===== config.mk =====
export PLATFORM = sky130hd
export DESIGN_NAME = ntt_bu_sched
export DESIGN_NICKNAME = d
export VERILOG_FILES = /design/src/rtl/ntt_pkg.sv /design/src/rtl/ntt_addr_gen.sv /design/src/rtl/ntt_bu_sched.sv
export SDC_FILE = /design/constraint.sdc
export NUM_CORES = 1
export LEC_CHECK = 0
export CAP_MARGIN = 20
export CORE_MARGIN = 4
export CORE_UTILIZATION = 55
export CTS_CLUSTER_DIAMETER = 30
export CTS_CLUSTER_SIZE = 20
export DETAILED_ROUTE_END_ITERATION = 16
export PLACE_DENSITY = 0.81
export SYNTH_ARGS = -nofsm -noshare
export SYNTH_HDL_FRONTEND = slang
export SYNTH_SLANG_ARGS = --single-unit

===== constraint.sdc =====
create_clock -name clk_i -period 9.5 [get_ports clk_i]
set_clock_uncertainty 0.1 [all_clocks]
set_input_delay 2.85 -clock clk_i [delete_from_list [all_inputs] [get_ports clk_i]]
set_output_delay 2.85 -clock clk_i [all_outputs]
set_load 0.005 [all_outputs]

===== src/rtl/ntt_pkg.sv =====
// ntt_pkg: shared state encoding and transform-mode constants for the NTT scheduler.
package ntt_pkg;
    typedef enum logic [1:0] {IDLE, ISSUE, DRAIN, FIN} state_t;
    localparam logic MODE_CT = 1'b1;
    localparam logic MODE_GS = 1'b0;
endpackage


===== src/rtl/ntt_addr_gen.sv =====
// ntt_addr_gen: combinational butterfly pair and twiddle index for (mode, stage, k).
module ntt_addr_gen
    import ntt_pkg::*;
#(
    parameter int N     = 256,
    parameter int LOG_N = $clog2(N)
) (
    input  logic             ct,
    input  logic [LOG_N-1:0] stage,
    input  logic [LOG_N-1:0] k,
    output logic [LOG_N-1:0] a,
    output logic [LOG_N-1:0] b,
    output logic [LOG_N-1:0] tw
);
    localparam logic [LOG_N-1:0] L_MAX = LOG_N'(LOG_N - 1);
    localparam logic [LOG_N-1:0] ONE   = LOG_N'(1);
    localparam logic [LOG_N-1:0] HALF  = LOG_N'(N / 2);

    logic [LOG_N-1:0] l, len, i, j;

    always_comb begin
        l   = (ct == MODE_CT) ? L_MAX - stage : stage;
        len = ONE << l;
        i   = k >> l;
        j   = k & (len - ONE);
        a   = (i << (l + ONE)) | j;
        b   = a | len;
        // N >> (L+1) rewritten as (N/2) >> L so it stays LOG_N bits wide
        tw  = (HALF >> l) + i;
    end
endmodule


===== src/rtl/ntt_bu_sched.sv =====
// ntt_bu_sched: walks all NTT stages, issuing pair reads and the delayed write-back
// of the butterfly results to the same addresses.
module ntt_bu_sched
    import ntt_pkg::*;
#(
    parameter int N       = 256,
    parameter int LOG_N   = $clog2(N),
    parameter int MEM_LAT = 1,
    parameter int BU_LAT  = 1
) (
    input  logic             clk_i,
    input  logic             rst_i,
    input  logic             start_i,
    input  logic             mode_i,
    output logic             busy_o,
    output logic             done_o,
    output logic             ct_o,
    output logic [LOG_N-1:0] stage_o,
    output logic             rd_en_o,
    output logic [LOG_N-1:0] rd_addr_a_o,
    output logic [LOG_N-1:0] rd_addr_b_o,
    output logic [LOG_N-1:0] tw_addr_o,
    output logic             wr_en_o,
    output logic [LOG_N-1:0] wr_addr_a_o,
    output logic [LOG_N-1:0] wr_addr_b_o
);
    localparam int D  = MEM_LAT + BU_LAT;
    localparam int DW = $clog2(D + 1);
    localparam int SW = 2 * LOG_N + 1;
    localparam logic [LOG_N-1:0] K_LAST = LOG_N'(N / 2 - 1);
    localparam logic [LOG_N-1:0] S_LAST = LOG_N'(LOG_N - 1);
    localparam logic [DW-1:0]    D_LAST = DW'(D - 1);

    state_t           state, state_nx;
    logic             ct, ct_nx;
    logic [LOG_N-1:0] stage, stage_nx, k, k_nx;
    logic [DW-1:0]    dcnt, dcnt_nx;
    logic [LOG_N-1:0] a, b, tw;
    logic [SW-1:0]    sr [D];

    ntt_addr_gen #(.N(N), .LOG_N(LOG_N)) u_addr (
        .ct(ct), .stage(stage), .k(k), .a(a), .b(b), .tw(tw)
    );

    always_ff @(posedge clk_i or posedge rst_i) begin
        if (rst_i) begin
            state <= IDLE;
            ct    <= 1'b0;
            stage <= '0;
            k     <= '0;
            dcnt  <= '0;
        end else begin
            state <= state_nx;
            ct    <= ct_nx;
            stage <= stage_nx;
            k     <= k_nx;
            dcnt  <= dcnt_nx;
        end
    end

    always_comb begin
        state_nx = state;
        ct_nx    = ct;
        stage_nx = stage;
        k_nx     = k;
        dcnt_nx  = dcnt;
        case (state)
            IDLE: if (start_i) begin
                state_nx = ISSUE;
                ct_nx    = mode_i;
                stage_nx = '0;
                k_nx     = '0;
            end
            ISSUE: begin
                k_nx = k + 1'b1;
                if (k == K_LAST) begin
                    state_nx = DRAIN;
                    dcnt_nx  = '0;
                end
            end
            DRAIN: begin
                dcnt_nx = dcnt + 1'b1;
                if (dcnt == D_LAST) begin
                    state_nx = (stage == S_LAST) ? FIN : ISSUE;
                    stage_nx = (stage == S_LAST) ? stage : stage + 1'b1;
                    k_nx     = '0;
                end
            end
            default: state_nx = IDLE;
        endcase
    end

    assign busy_o      = (state == ISSUE) || (state == DRAIN);
    assign done_o      = (state == FIN);
    assign ct_o        = ct;
    assign stage_o     = stage;
    assign rd_en_o     = (state == ISSUE);
    assign rd_addr_a_o = rd_en_o ? a : '0;
    assign rd_addr_b_o = rd_en_o ? b : '0;
    assign tw_addr_o   = rd_en_o ? tw : '0;

    // Cleared on reset so an in-flight butterfly never writes back afterwards
    always_ff @(posedge clk_i or posedge rst_i) begin
        if (rst_i) begin
            for (int i = 0; i < D; i++) sr[i] <= '0;
        end else begin
            sr[0] <= {rd_en_o, rd_addr_a_o, rd_addr_b_o};
            for (int i = 1; i < D; i++) sr[i] <= sr[i-1];
        end
    end

    assign wr_en_o     = sr[D-1][SW-1];
    assign wr_addr_a_o = sr[D-1][SW-2:LOG_N];
    assign wr_addr_b_o = sr[D-1][LOG_N-1:0];
endmodule


### After elaboration in Yosys (flattened, before gate mapping)

Index checks and enable logic that the tools add are counted.
Widths: inputs -> output; s select.

* flip-flop bits (word level): 55
* input port bits: 4
* logic and storage cells: 58

* mux-type cells: 17
* shifts and indexed selects: 4
* reductions and logical operators: 10
* bitwise operators: 3
* add/sub/neg operators: 7
* equality and inequality tests: 10

Operator list (number)
* $mux 8: 8
* $add 8x1->8 const B: 3
* $pmux 8 s3: 1
* $or 8x8->8: 2
* $pmux 8 s2: 1
* $mux 2: 5
* $add 8x8->8: 1
* $and 8x8->8: 1
* $eq 8x3->1 const B: 1
* $eq 8x7->1 const B: 1
* $shl 1x8->8 const A: 1
* $shl 8x8->8: 1
* $shr 8x8->8: 1
* $shr 8x8->8 const A: 1
* $sub 3x8->8 const A: 1
* $sub 8x1->8 const B: 1
* $ne 2x2->1 const B: 3
* $pmux 2 s3: 1
* $reduce_and 3->1: 2
* $eq 2x1->1 const B: 2
* $eq 2x2->1 const B: 2
* $pmux 2 s2: 1
* $reduce_and 2->1: 2
* $reduce_and 4->1: 1
* 6 further kinds: 7

### Depth between registers and ports, before layout

* depth in word-level cells: 8
* gate-level depth with buffers: 17

### Modules after synthesis

From an unflattened synthesis, not the netlist that was laid out.

* cell total of the unflattened synthesis: 475
* area total of the unflattened synthesis: 4227.8 µm²

Modules (own cells, without submodules)
* ntt_bu_sched: area an instance 2331.0 µm², cells an instance 200, sequential area each 1376.3 µm², instances 1
* ntt_addr_gen: area an instance 1896.8 µm², cells an instance 275, sequential area each 0.0 µm², instances 1

### Least setup slack after synthesis

Ideal clock, no wire load.

* path type: register -> output
* start: register stage[3] (netlist: stage_o[3])
* end: output port tw_addr_o[4]
* path buffers: 2
* stages on the path, launching flop included: 18
* slack: 2963 ps
* arrival time: 3587 ps
* path through: dfrtp_1 buf_2 inv_1 ha_1 or3b_1 a211oi_2 a31oi_4 or2_2 buf_2 nor2_1 ha_1 inv_1 fa_1 nor3_1 a31oi_1 o21bai_1 xnor2_1 and2_1

* word-level cells in the longest chain between the ends: 5
* elaborated cells between the ends (all ways): 6

Ends and longest elaborated chain
* start, declared: line ntt_bu_sched.sv:36 `logic [LOG_N-1:0] stage, stage_nx, k, k_nx;`
* start signal, assigned: line ntt_bu_sched.sv:55 `stage <= stage_nx;`
* $sub 3x8->8: line ntt_addr_gen.sv:22 `l = (ct == MODE_CT) ? L_MAX - stage : stage;`
* $mux 8 (*): line ntt_addr_gen.sv:22
* $shr 8x8->8 (on tied branches): line ntt_addr_gen.sv:29, ntt_addr_gen.sv:24
* $add 8x8->8 (*): line ntt_addr_gen.sv:29 `tw = (HALF >> l) + i;`
* $mux 8 (*): line ntt_bu_sched.sv:100 `assign tw_addr_o = rd_en_o ? tw : '0;`
* end, declared: line ntt_bu_sched.sv:22 `output logic [LOG_N-1:0] tw_addr_o,`

Every way passes the cells marked *; elsewhere a longest branch is shown, timed or not.

### Worst setup path in the final report

Same ends and word-level chain as after synthesis.

==> flow_summary.yaml <==
status:
  outcome: "complete, no violations"
synth:
  yosysSeqAreaShare_pct: 32.23
  syn_area_sq_mm: 0.004270
  yosys.area_share.adder_pct: 5.157
  synthMuxAreaShare_pct: 4.073
  synth_warnings: 0
  ys_types: 75
  ys_ff_latch: 55
  synth_area_leader_cell: "dfrtp_1"
  synthFlopType: "dfrtp_1"
  yosysMostFrequentCell: "nand2_1"
  synth-xor-area-share_pct: 2.637
  synth_compound_area_share_pct: 22.59
  ys_top_cells_by_count: "57 x nand2_1, 55 x dfrtp_1, 39 x o21ai_0, 29 x inv_1, 29 x nor2_1"
  syn_nets: 532
  synth_edf_count: 0
  yosys-top-cells-area: "dfrtp_1 32%, nand2_1 5.0%, ha_1 4.7%"
  synthSimpleGateAreaFrac_pct: 23.70
  async_reset_ff_share_pct: 100.0
  syn_inst: 511
  synth_top_family_by_area: "simple AND/OR/NAND/NOR gates"
  synth_top_area_share_pct: 32.23
  avgSynthCellArea_sq_um: 8.357
worst_hold_path:
  holdPathEnd: "wr_addr_a_o[4]"
  holdCritPathClass: "flip-flop to flip-flop"
  worst_hold_startpoint: "sr[29]"
  holdPathStages: 0
pwr:
  total_power_mw: 1.523
  p_leak_nw: 1.919
  power.density_cell_area_mw_per_mm2: 316.3
  vdd_drop_max_mv: 0.2635
drt:
  via_per_inst: 6.429
  via_count: 4044
  wire_per_inst_microns: 19.81
  ant_nets: 0
  drc_errors: 0
  wirelength_microns: 12460
  drt-initial-drc-count: 411
  drt-pass1-iter-count: 6
critical_path:
  critPathRequiredTime_ns: 6.55
  rr_startpoint: "stage_o[3]"
  rr_worst_depth: 13
  end_kind: "output port"
  worstReg2RegEnd: "sr[31]"
  reg2reg_slack_ns: 5.34
  cp.arrival_ns: 5.18
  crit_type: "flip-flop to output port"
  crit_path_max_fanout: 22
  start_kind: "flip-flop"
timing:
  layout_min_cycle_time_ns: 8.132
  fin_setup_tns_ns: 0
  rsz0062_at_grt: "false"
  setup_slack_ns: 1.368
  tightest_slew_ns: 0.9844
  fin_crit_sh_pct: 85.60
  drv_slew: 0
  fmax_ghz: 0.1230
  relSlewSlack_pct: 34.38
  hold_viol: 0
  setup_viol: 0
job:
  max_cap_viol_count: 0
clocking:
  cts_tree: "built"
  ctsResizeCount: 0
  ctsHoldBuffers: 0
  cts_sinks: 55
  clk_latency_ns: 0.33
  cts_setup_buffers: 0
  cts_root_buf: "clkbuf_8"
  cts.path.max_buffers: 2
  cts_made_buffers: 5
  path_clk_slew_ns: 0.11
  cts_htree_levels: 2
finish:
  fin_cells: 629
  drive_gt1_share_pct: 7.170
  nFillCells: 638
  num_antenna_cells: 0
  final_net_count: 550
  fin_util_pct: 65.01
  area_growth_pct: 12.77
floorplan:
  io_pins: 57
  die_y_microns: 96.12
  rows: 31
  core_sq_mm: 0.007408
  start_util_pct: 57.64
  die_w_microns: 96.12
  die-area_sq_mm: 0.009238
placed_design:
  hpwl_microns: 9312
  dp_slack_ns: 1.815
  gp_congestion: 0.9423
  placed_cells: 621
  port_buffers: 56
grt:
  grt_pass1_wl_microns: 20310
  gr-total-overflow: 0
  grt_pass1_vias: 3785
  grt.total_usage_pct: 28.40
  grt_start_max_net_pins: 36
  antenna_found_initial: 0
-- power by group --
group | total [mW] | switching (mW) | internal [mW]
clock | 0.140 | 0.0868 | 0.0531
combinational | 1.02 | 0.605 | 0.416
sequential | 0.362 | 0.0651 | 0.297
-- how the worst max path moves through the flow --
stage	start	end	cells past startpoint
floorplan	stage_o[3]	tw_addr_o[4]	17
global placement	stage_o[3]	tw_addr_o[4]	17
detailed placement	stage_o[3]	tw_addr_o[4]	17
CTS	stage_o[3]	tw_addr_o[4]	17
global route	stage_o[3]	tw_addr_o[4]	17
finish	stage_o[3]	tw_addr_o[4]	17
-- kinds of logic after synthesis --
| family | count (synthesis) |
|---|---|
| flops | 55 |
| compound gates | 141 |
| fa+ha+maj | 17 |
| buf+inv | 82 |
| xor+xnor | 12 |
| mux | 16 |
| simple gates | 188 |
-- worst max-delay path: stages, from the launching register on --
cell,delay (ns)
dfrtp_1,0.65
inv_1,0.30
ha_1,0.29
or3b_1,0.38
a211oi_2,0.31
a31oi_4,0.17
nor2_1,0.54
a22oi_2,0.21
inv_1,0.09
ha_1,0.16
inv_1,0.05
fa_1,0.41
nor3_1,0.19
a31oi_1,0.09
o21bai_1,0.20
xnor2_1,0.16
and2_1,0.15
clkdlybuf4s50_1,0.50
-- cells in the final DEF, fill, tap and decap left out, drive strengths merged, types with 4 or more instances in the layout --
cell,instances
nand2,57
clkdlybuf4s50,56
dfrtp,55
o21ai,40
nor2,30
inv,29
a21oi,28
nand3,23
ha,16
nor3,15
nand2b,14
mux2i,14
o22ai,9
xnor2,9
o31ai,8
nand4,7
and2,7
buf,7
nor3b,7
nor4,6
o21a,5
clkbuf,5
a31oi,5
nor2b,4
o211ai,4
o2111ai,4
a211oi,4
-- registers in the layout, summed over array words and instances, names as in the netlist --
| register | cells |
|---|---|
| ct_o | 1 |
| dcnt | 2 |
| k | 8 |
| sr | 17 |
| stage_o | 8 |
| state | 2 |
| wr_addr_a_o | 8 |
| wr_addr_b_o | 8 |
| wr_en_o | 1 |
-- final cells by class --
| cell class | instances | area (sq um) | share of cell area, % |
|---|---|---|---|
| Clock inverter | 3 | 25.02 | 0.5196 |
| Timing Repair Buffer | 63 | 625.6 | 12.99 |
| Sequential cell | 55 | 1376 | 28.58 |
| Tap cell | 99 | 123.9 | 2.572 |
| Multi-Input combinational cell | 374 | 2484 | 51.57 |
| Clock buffer | 5 | 68.82 | 1.429 |
| Inverter | 30 | 112.6 | 2.338 |
-- through the flow --
step	hold WS, ns	area, sq um
final	0.2555	4816
after global routing	0.2686	4816
after CTS	0.2591	4816
after detailed placement	0.2347	4722
after global placement	0.2324	4702
after floorplan	0.2312	4270
-- routing by layer --
layer / GRT usage (%) / wire length [microns] / up-vias
met5: 0 / 0 / -
met4: 7.701 / 233 / 0
met3: 6.802 / 1251 / 28
met2: 43.19 / 5759 / 226
met1: 40.19 / 5215 / 1926
li1: - / - / 1864
(Power assumes the default switching activity.)
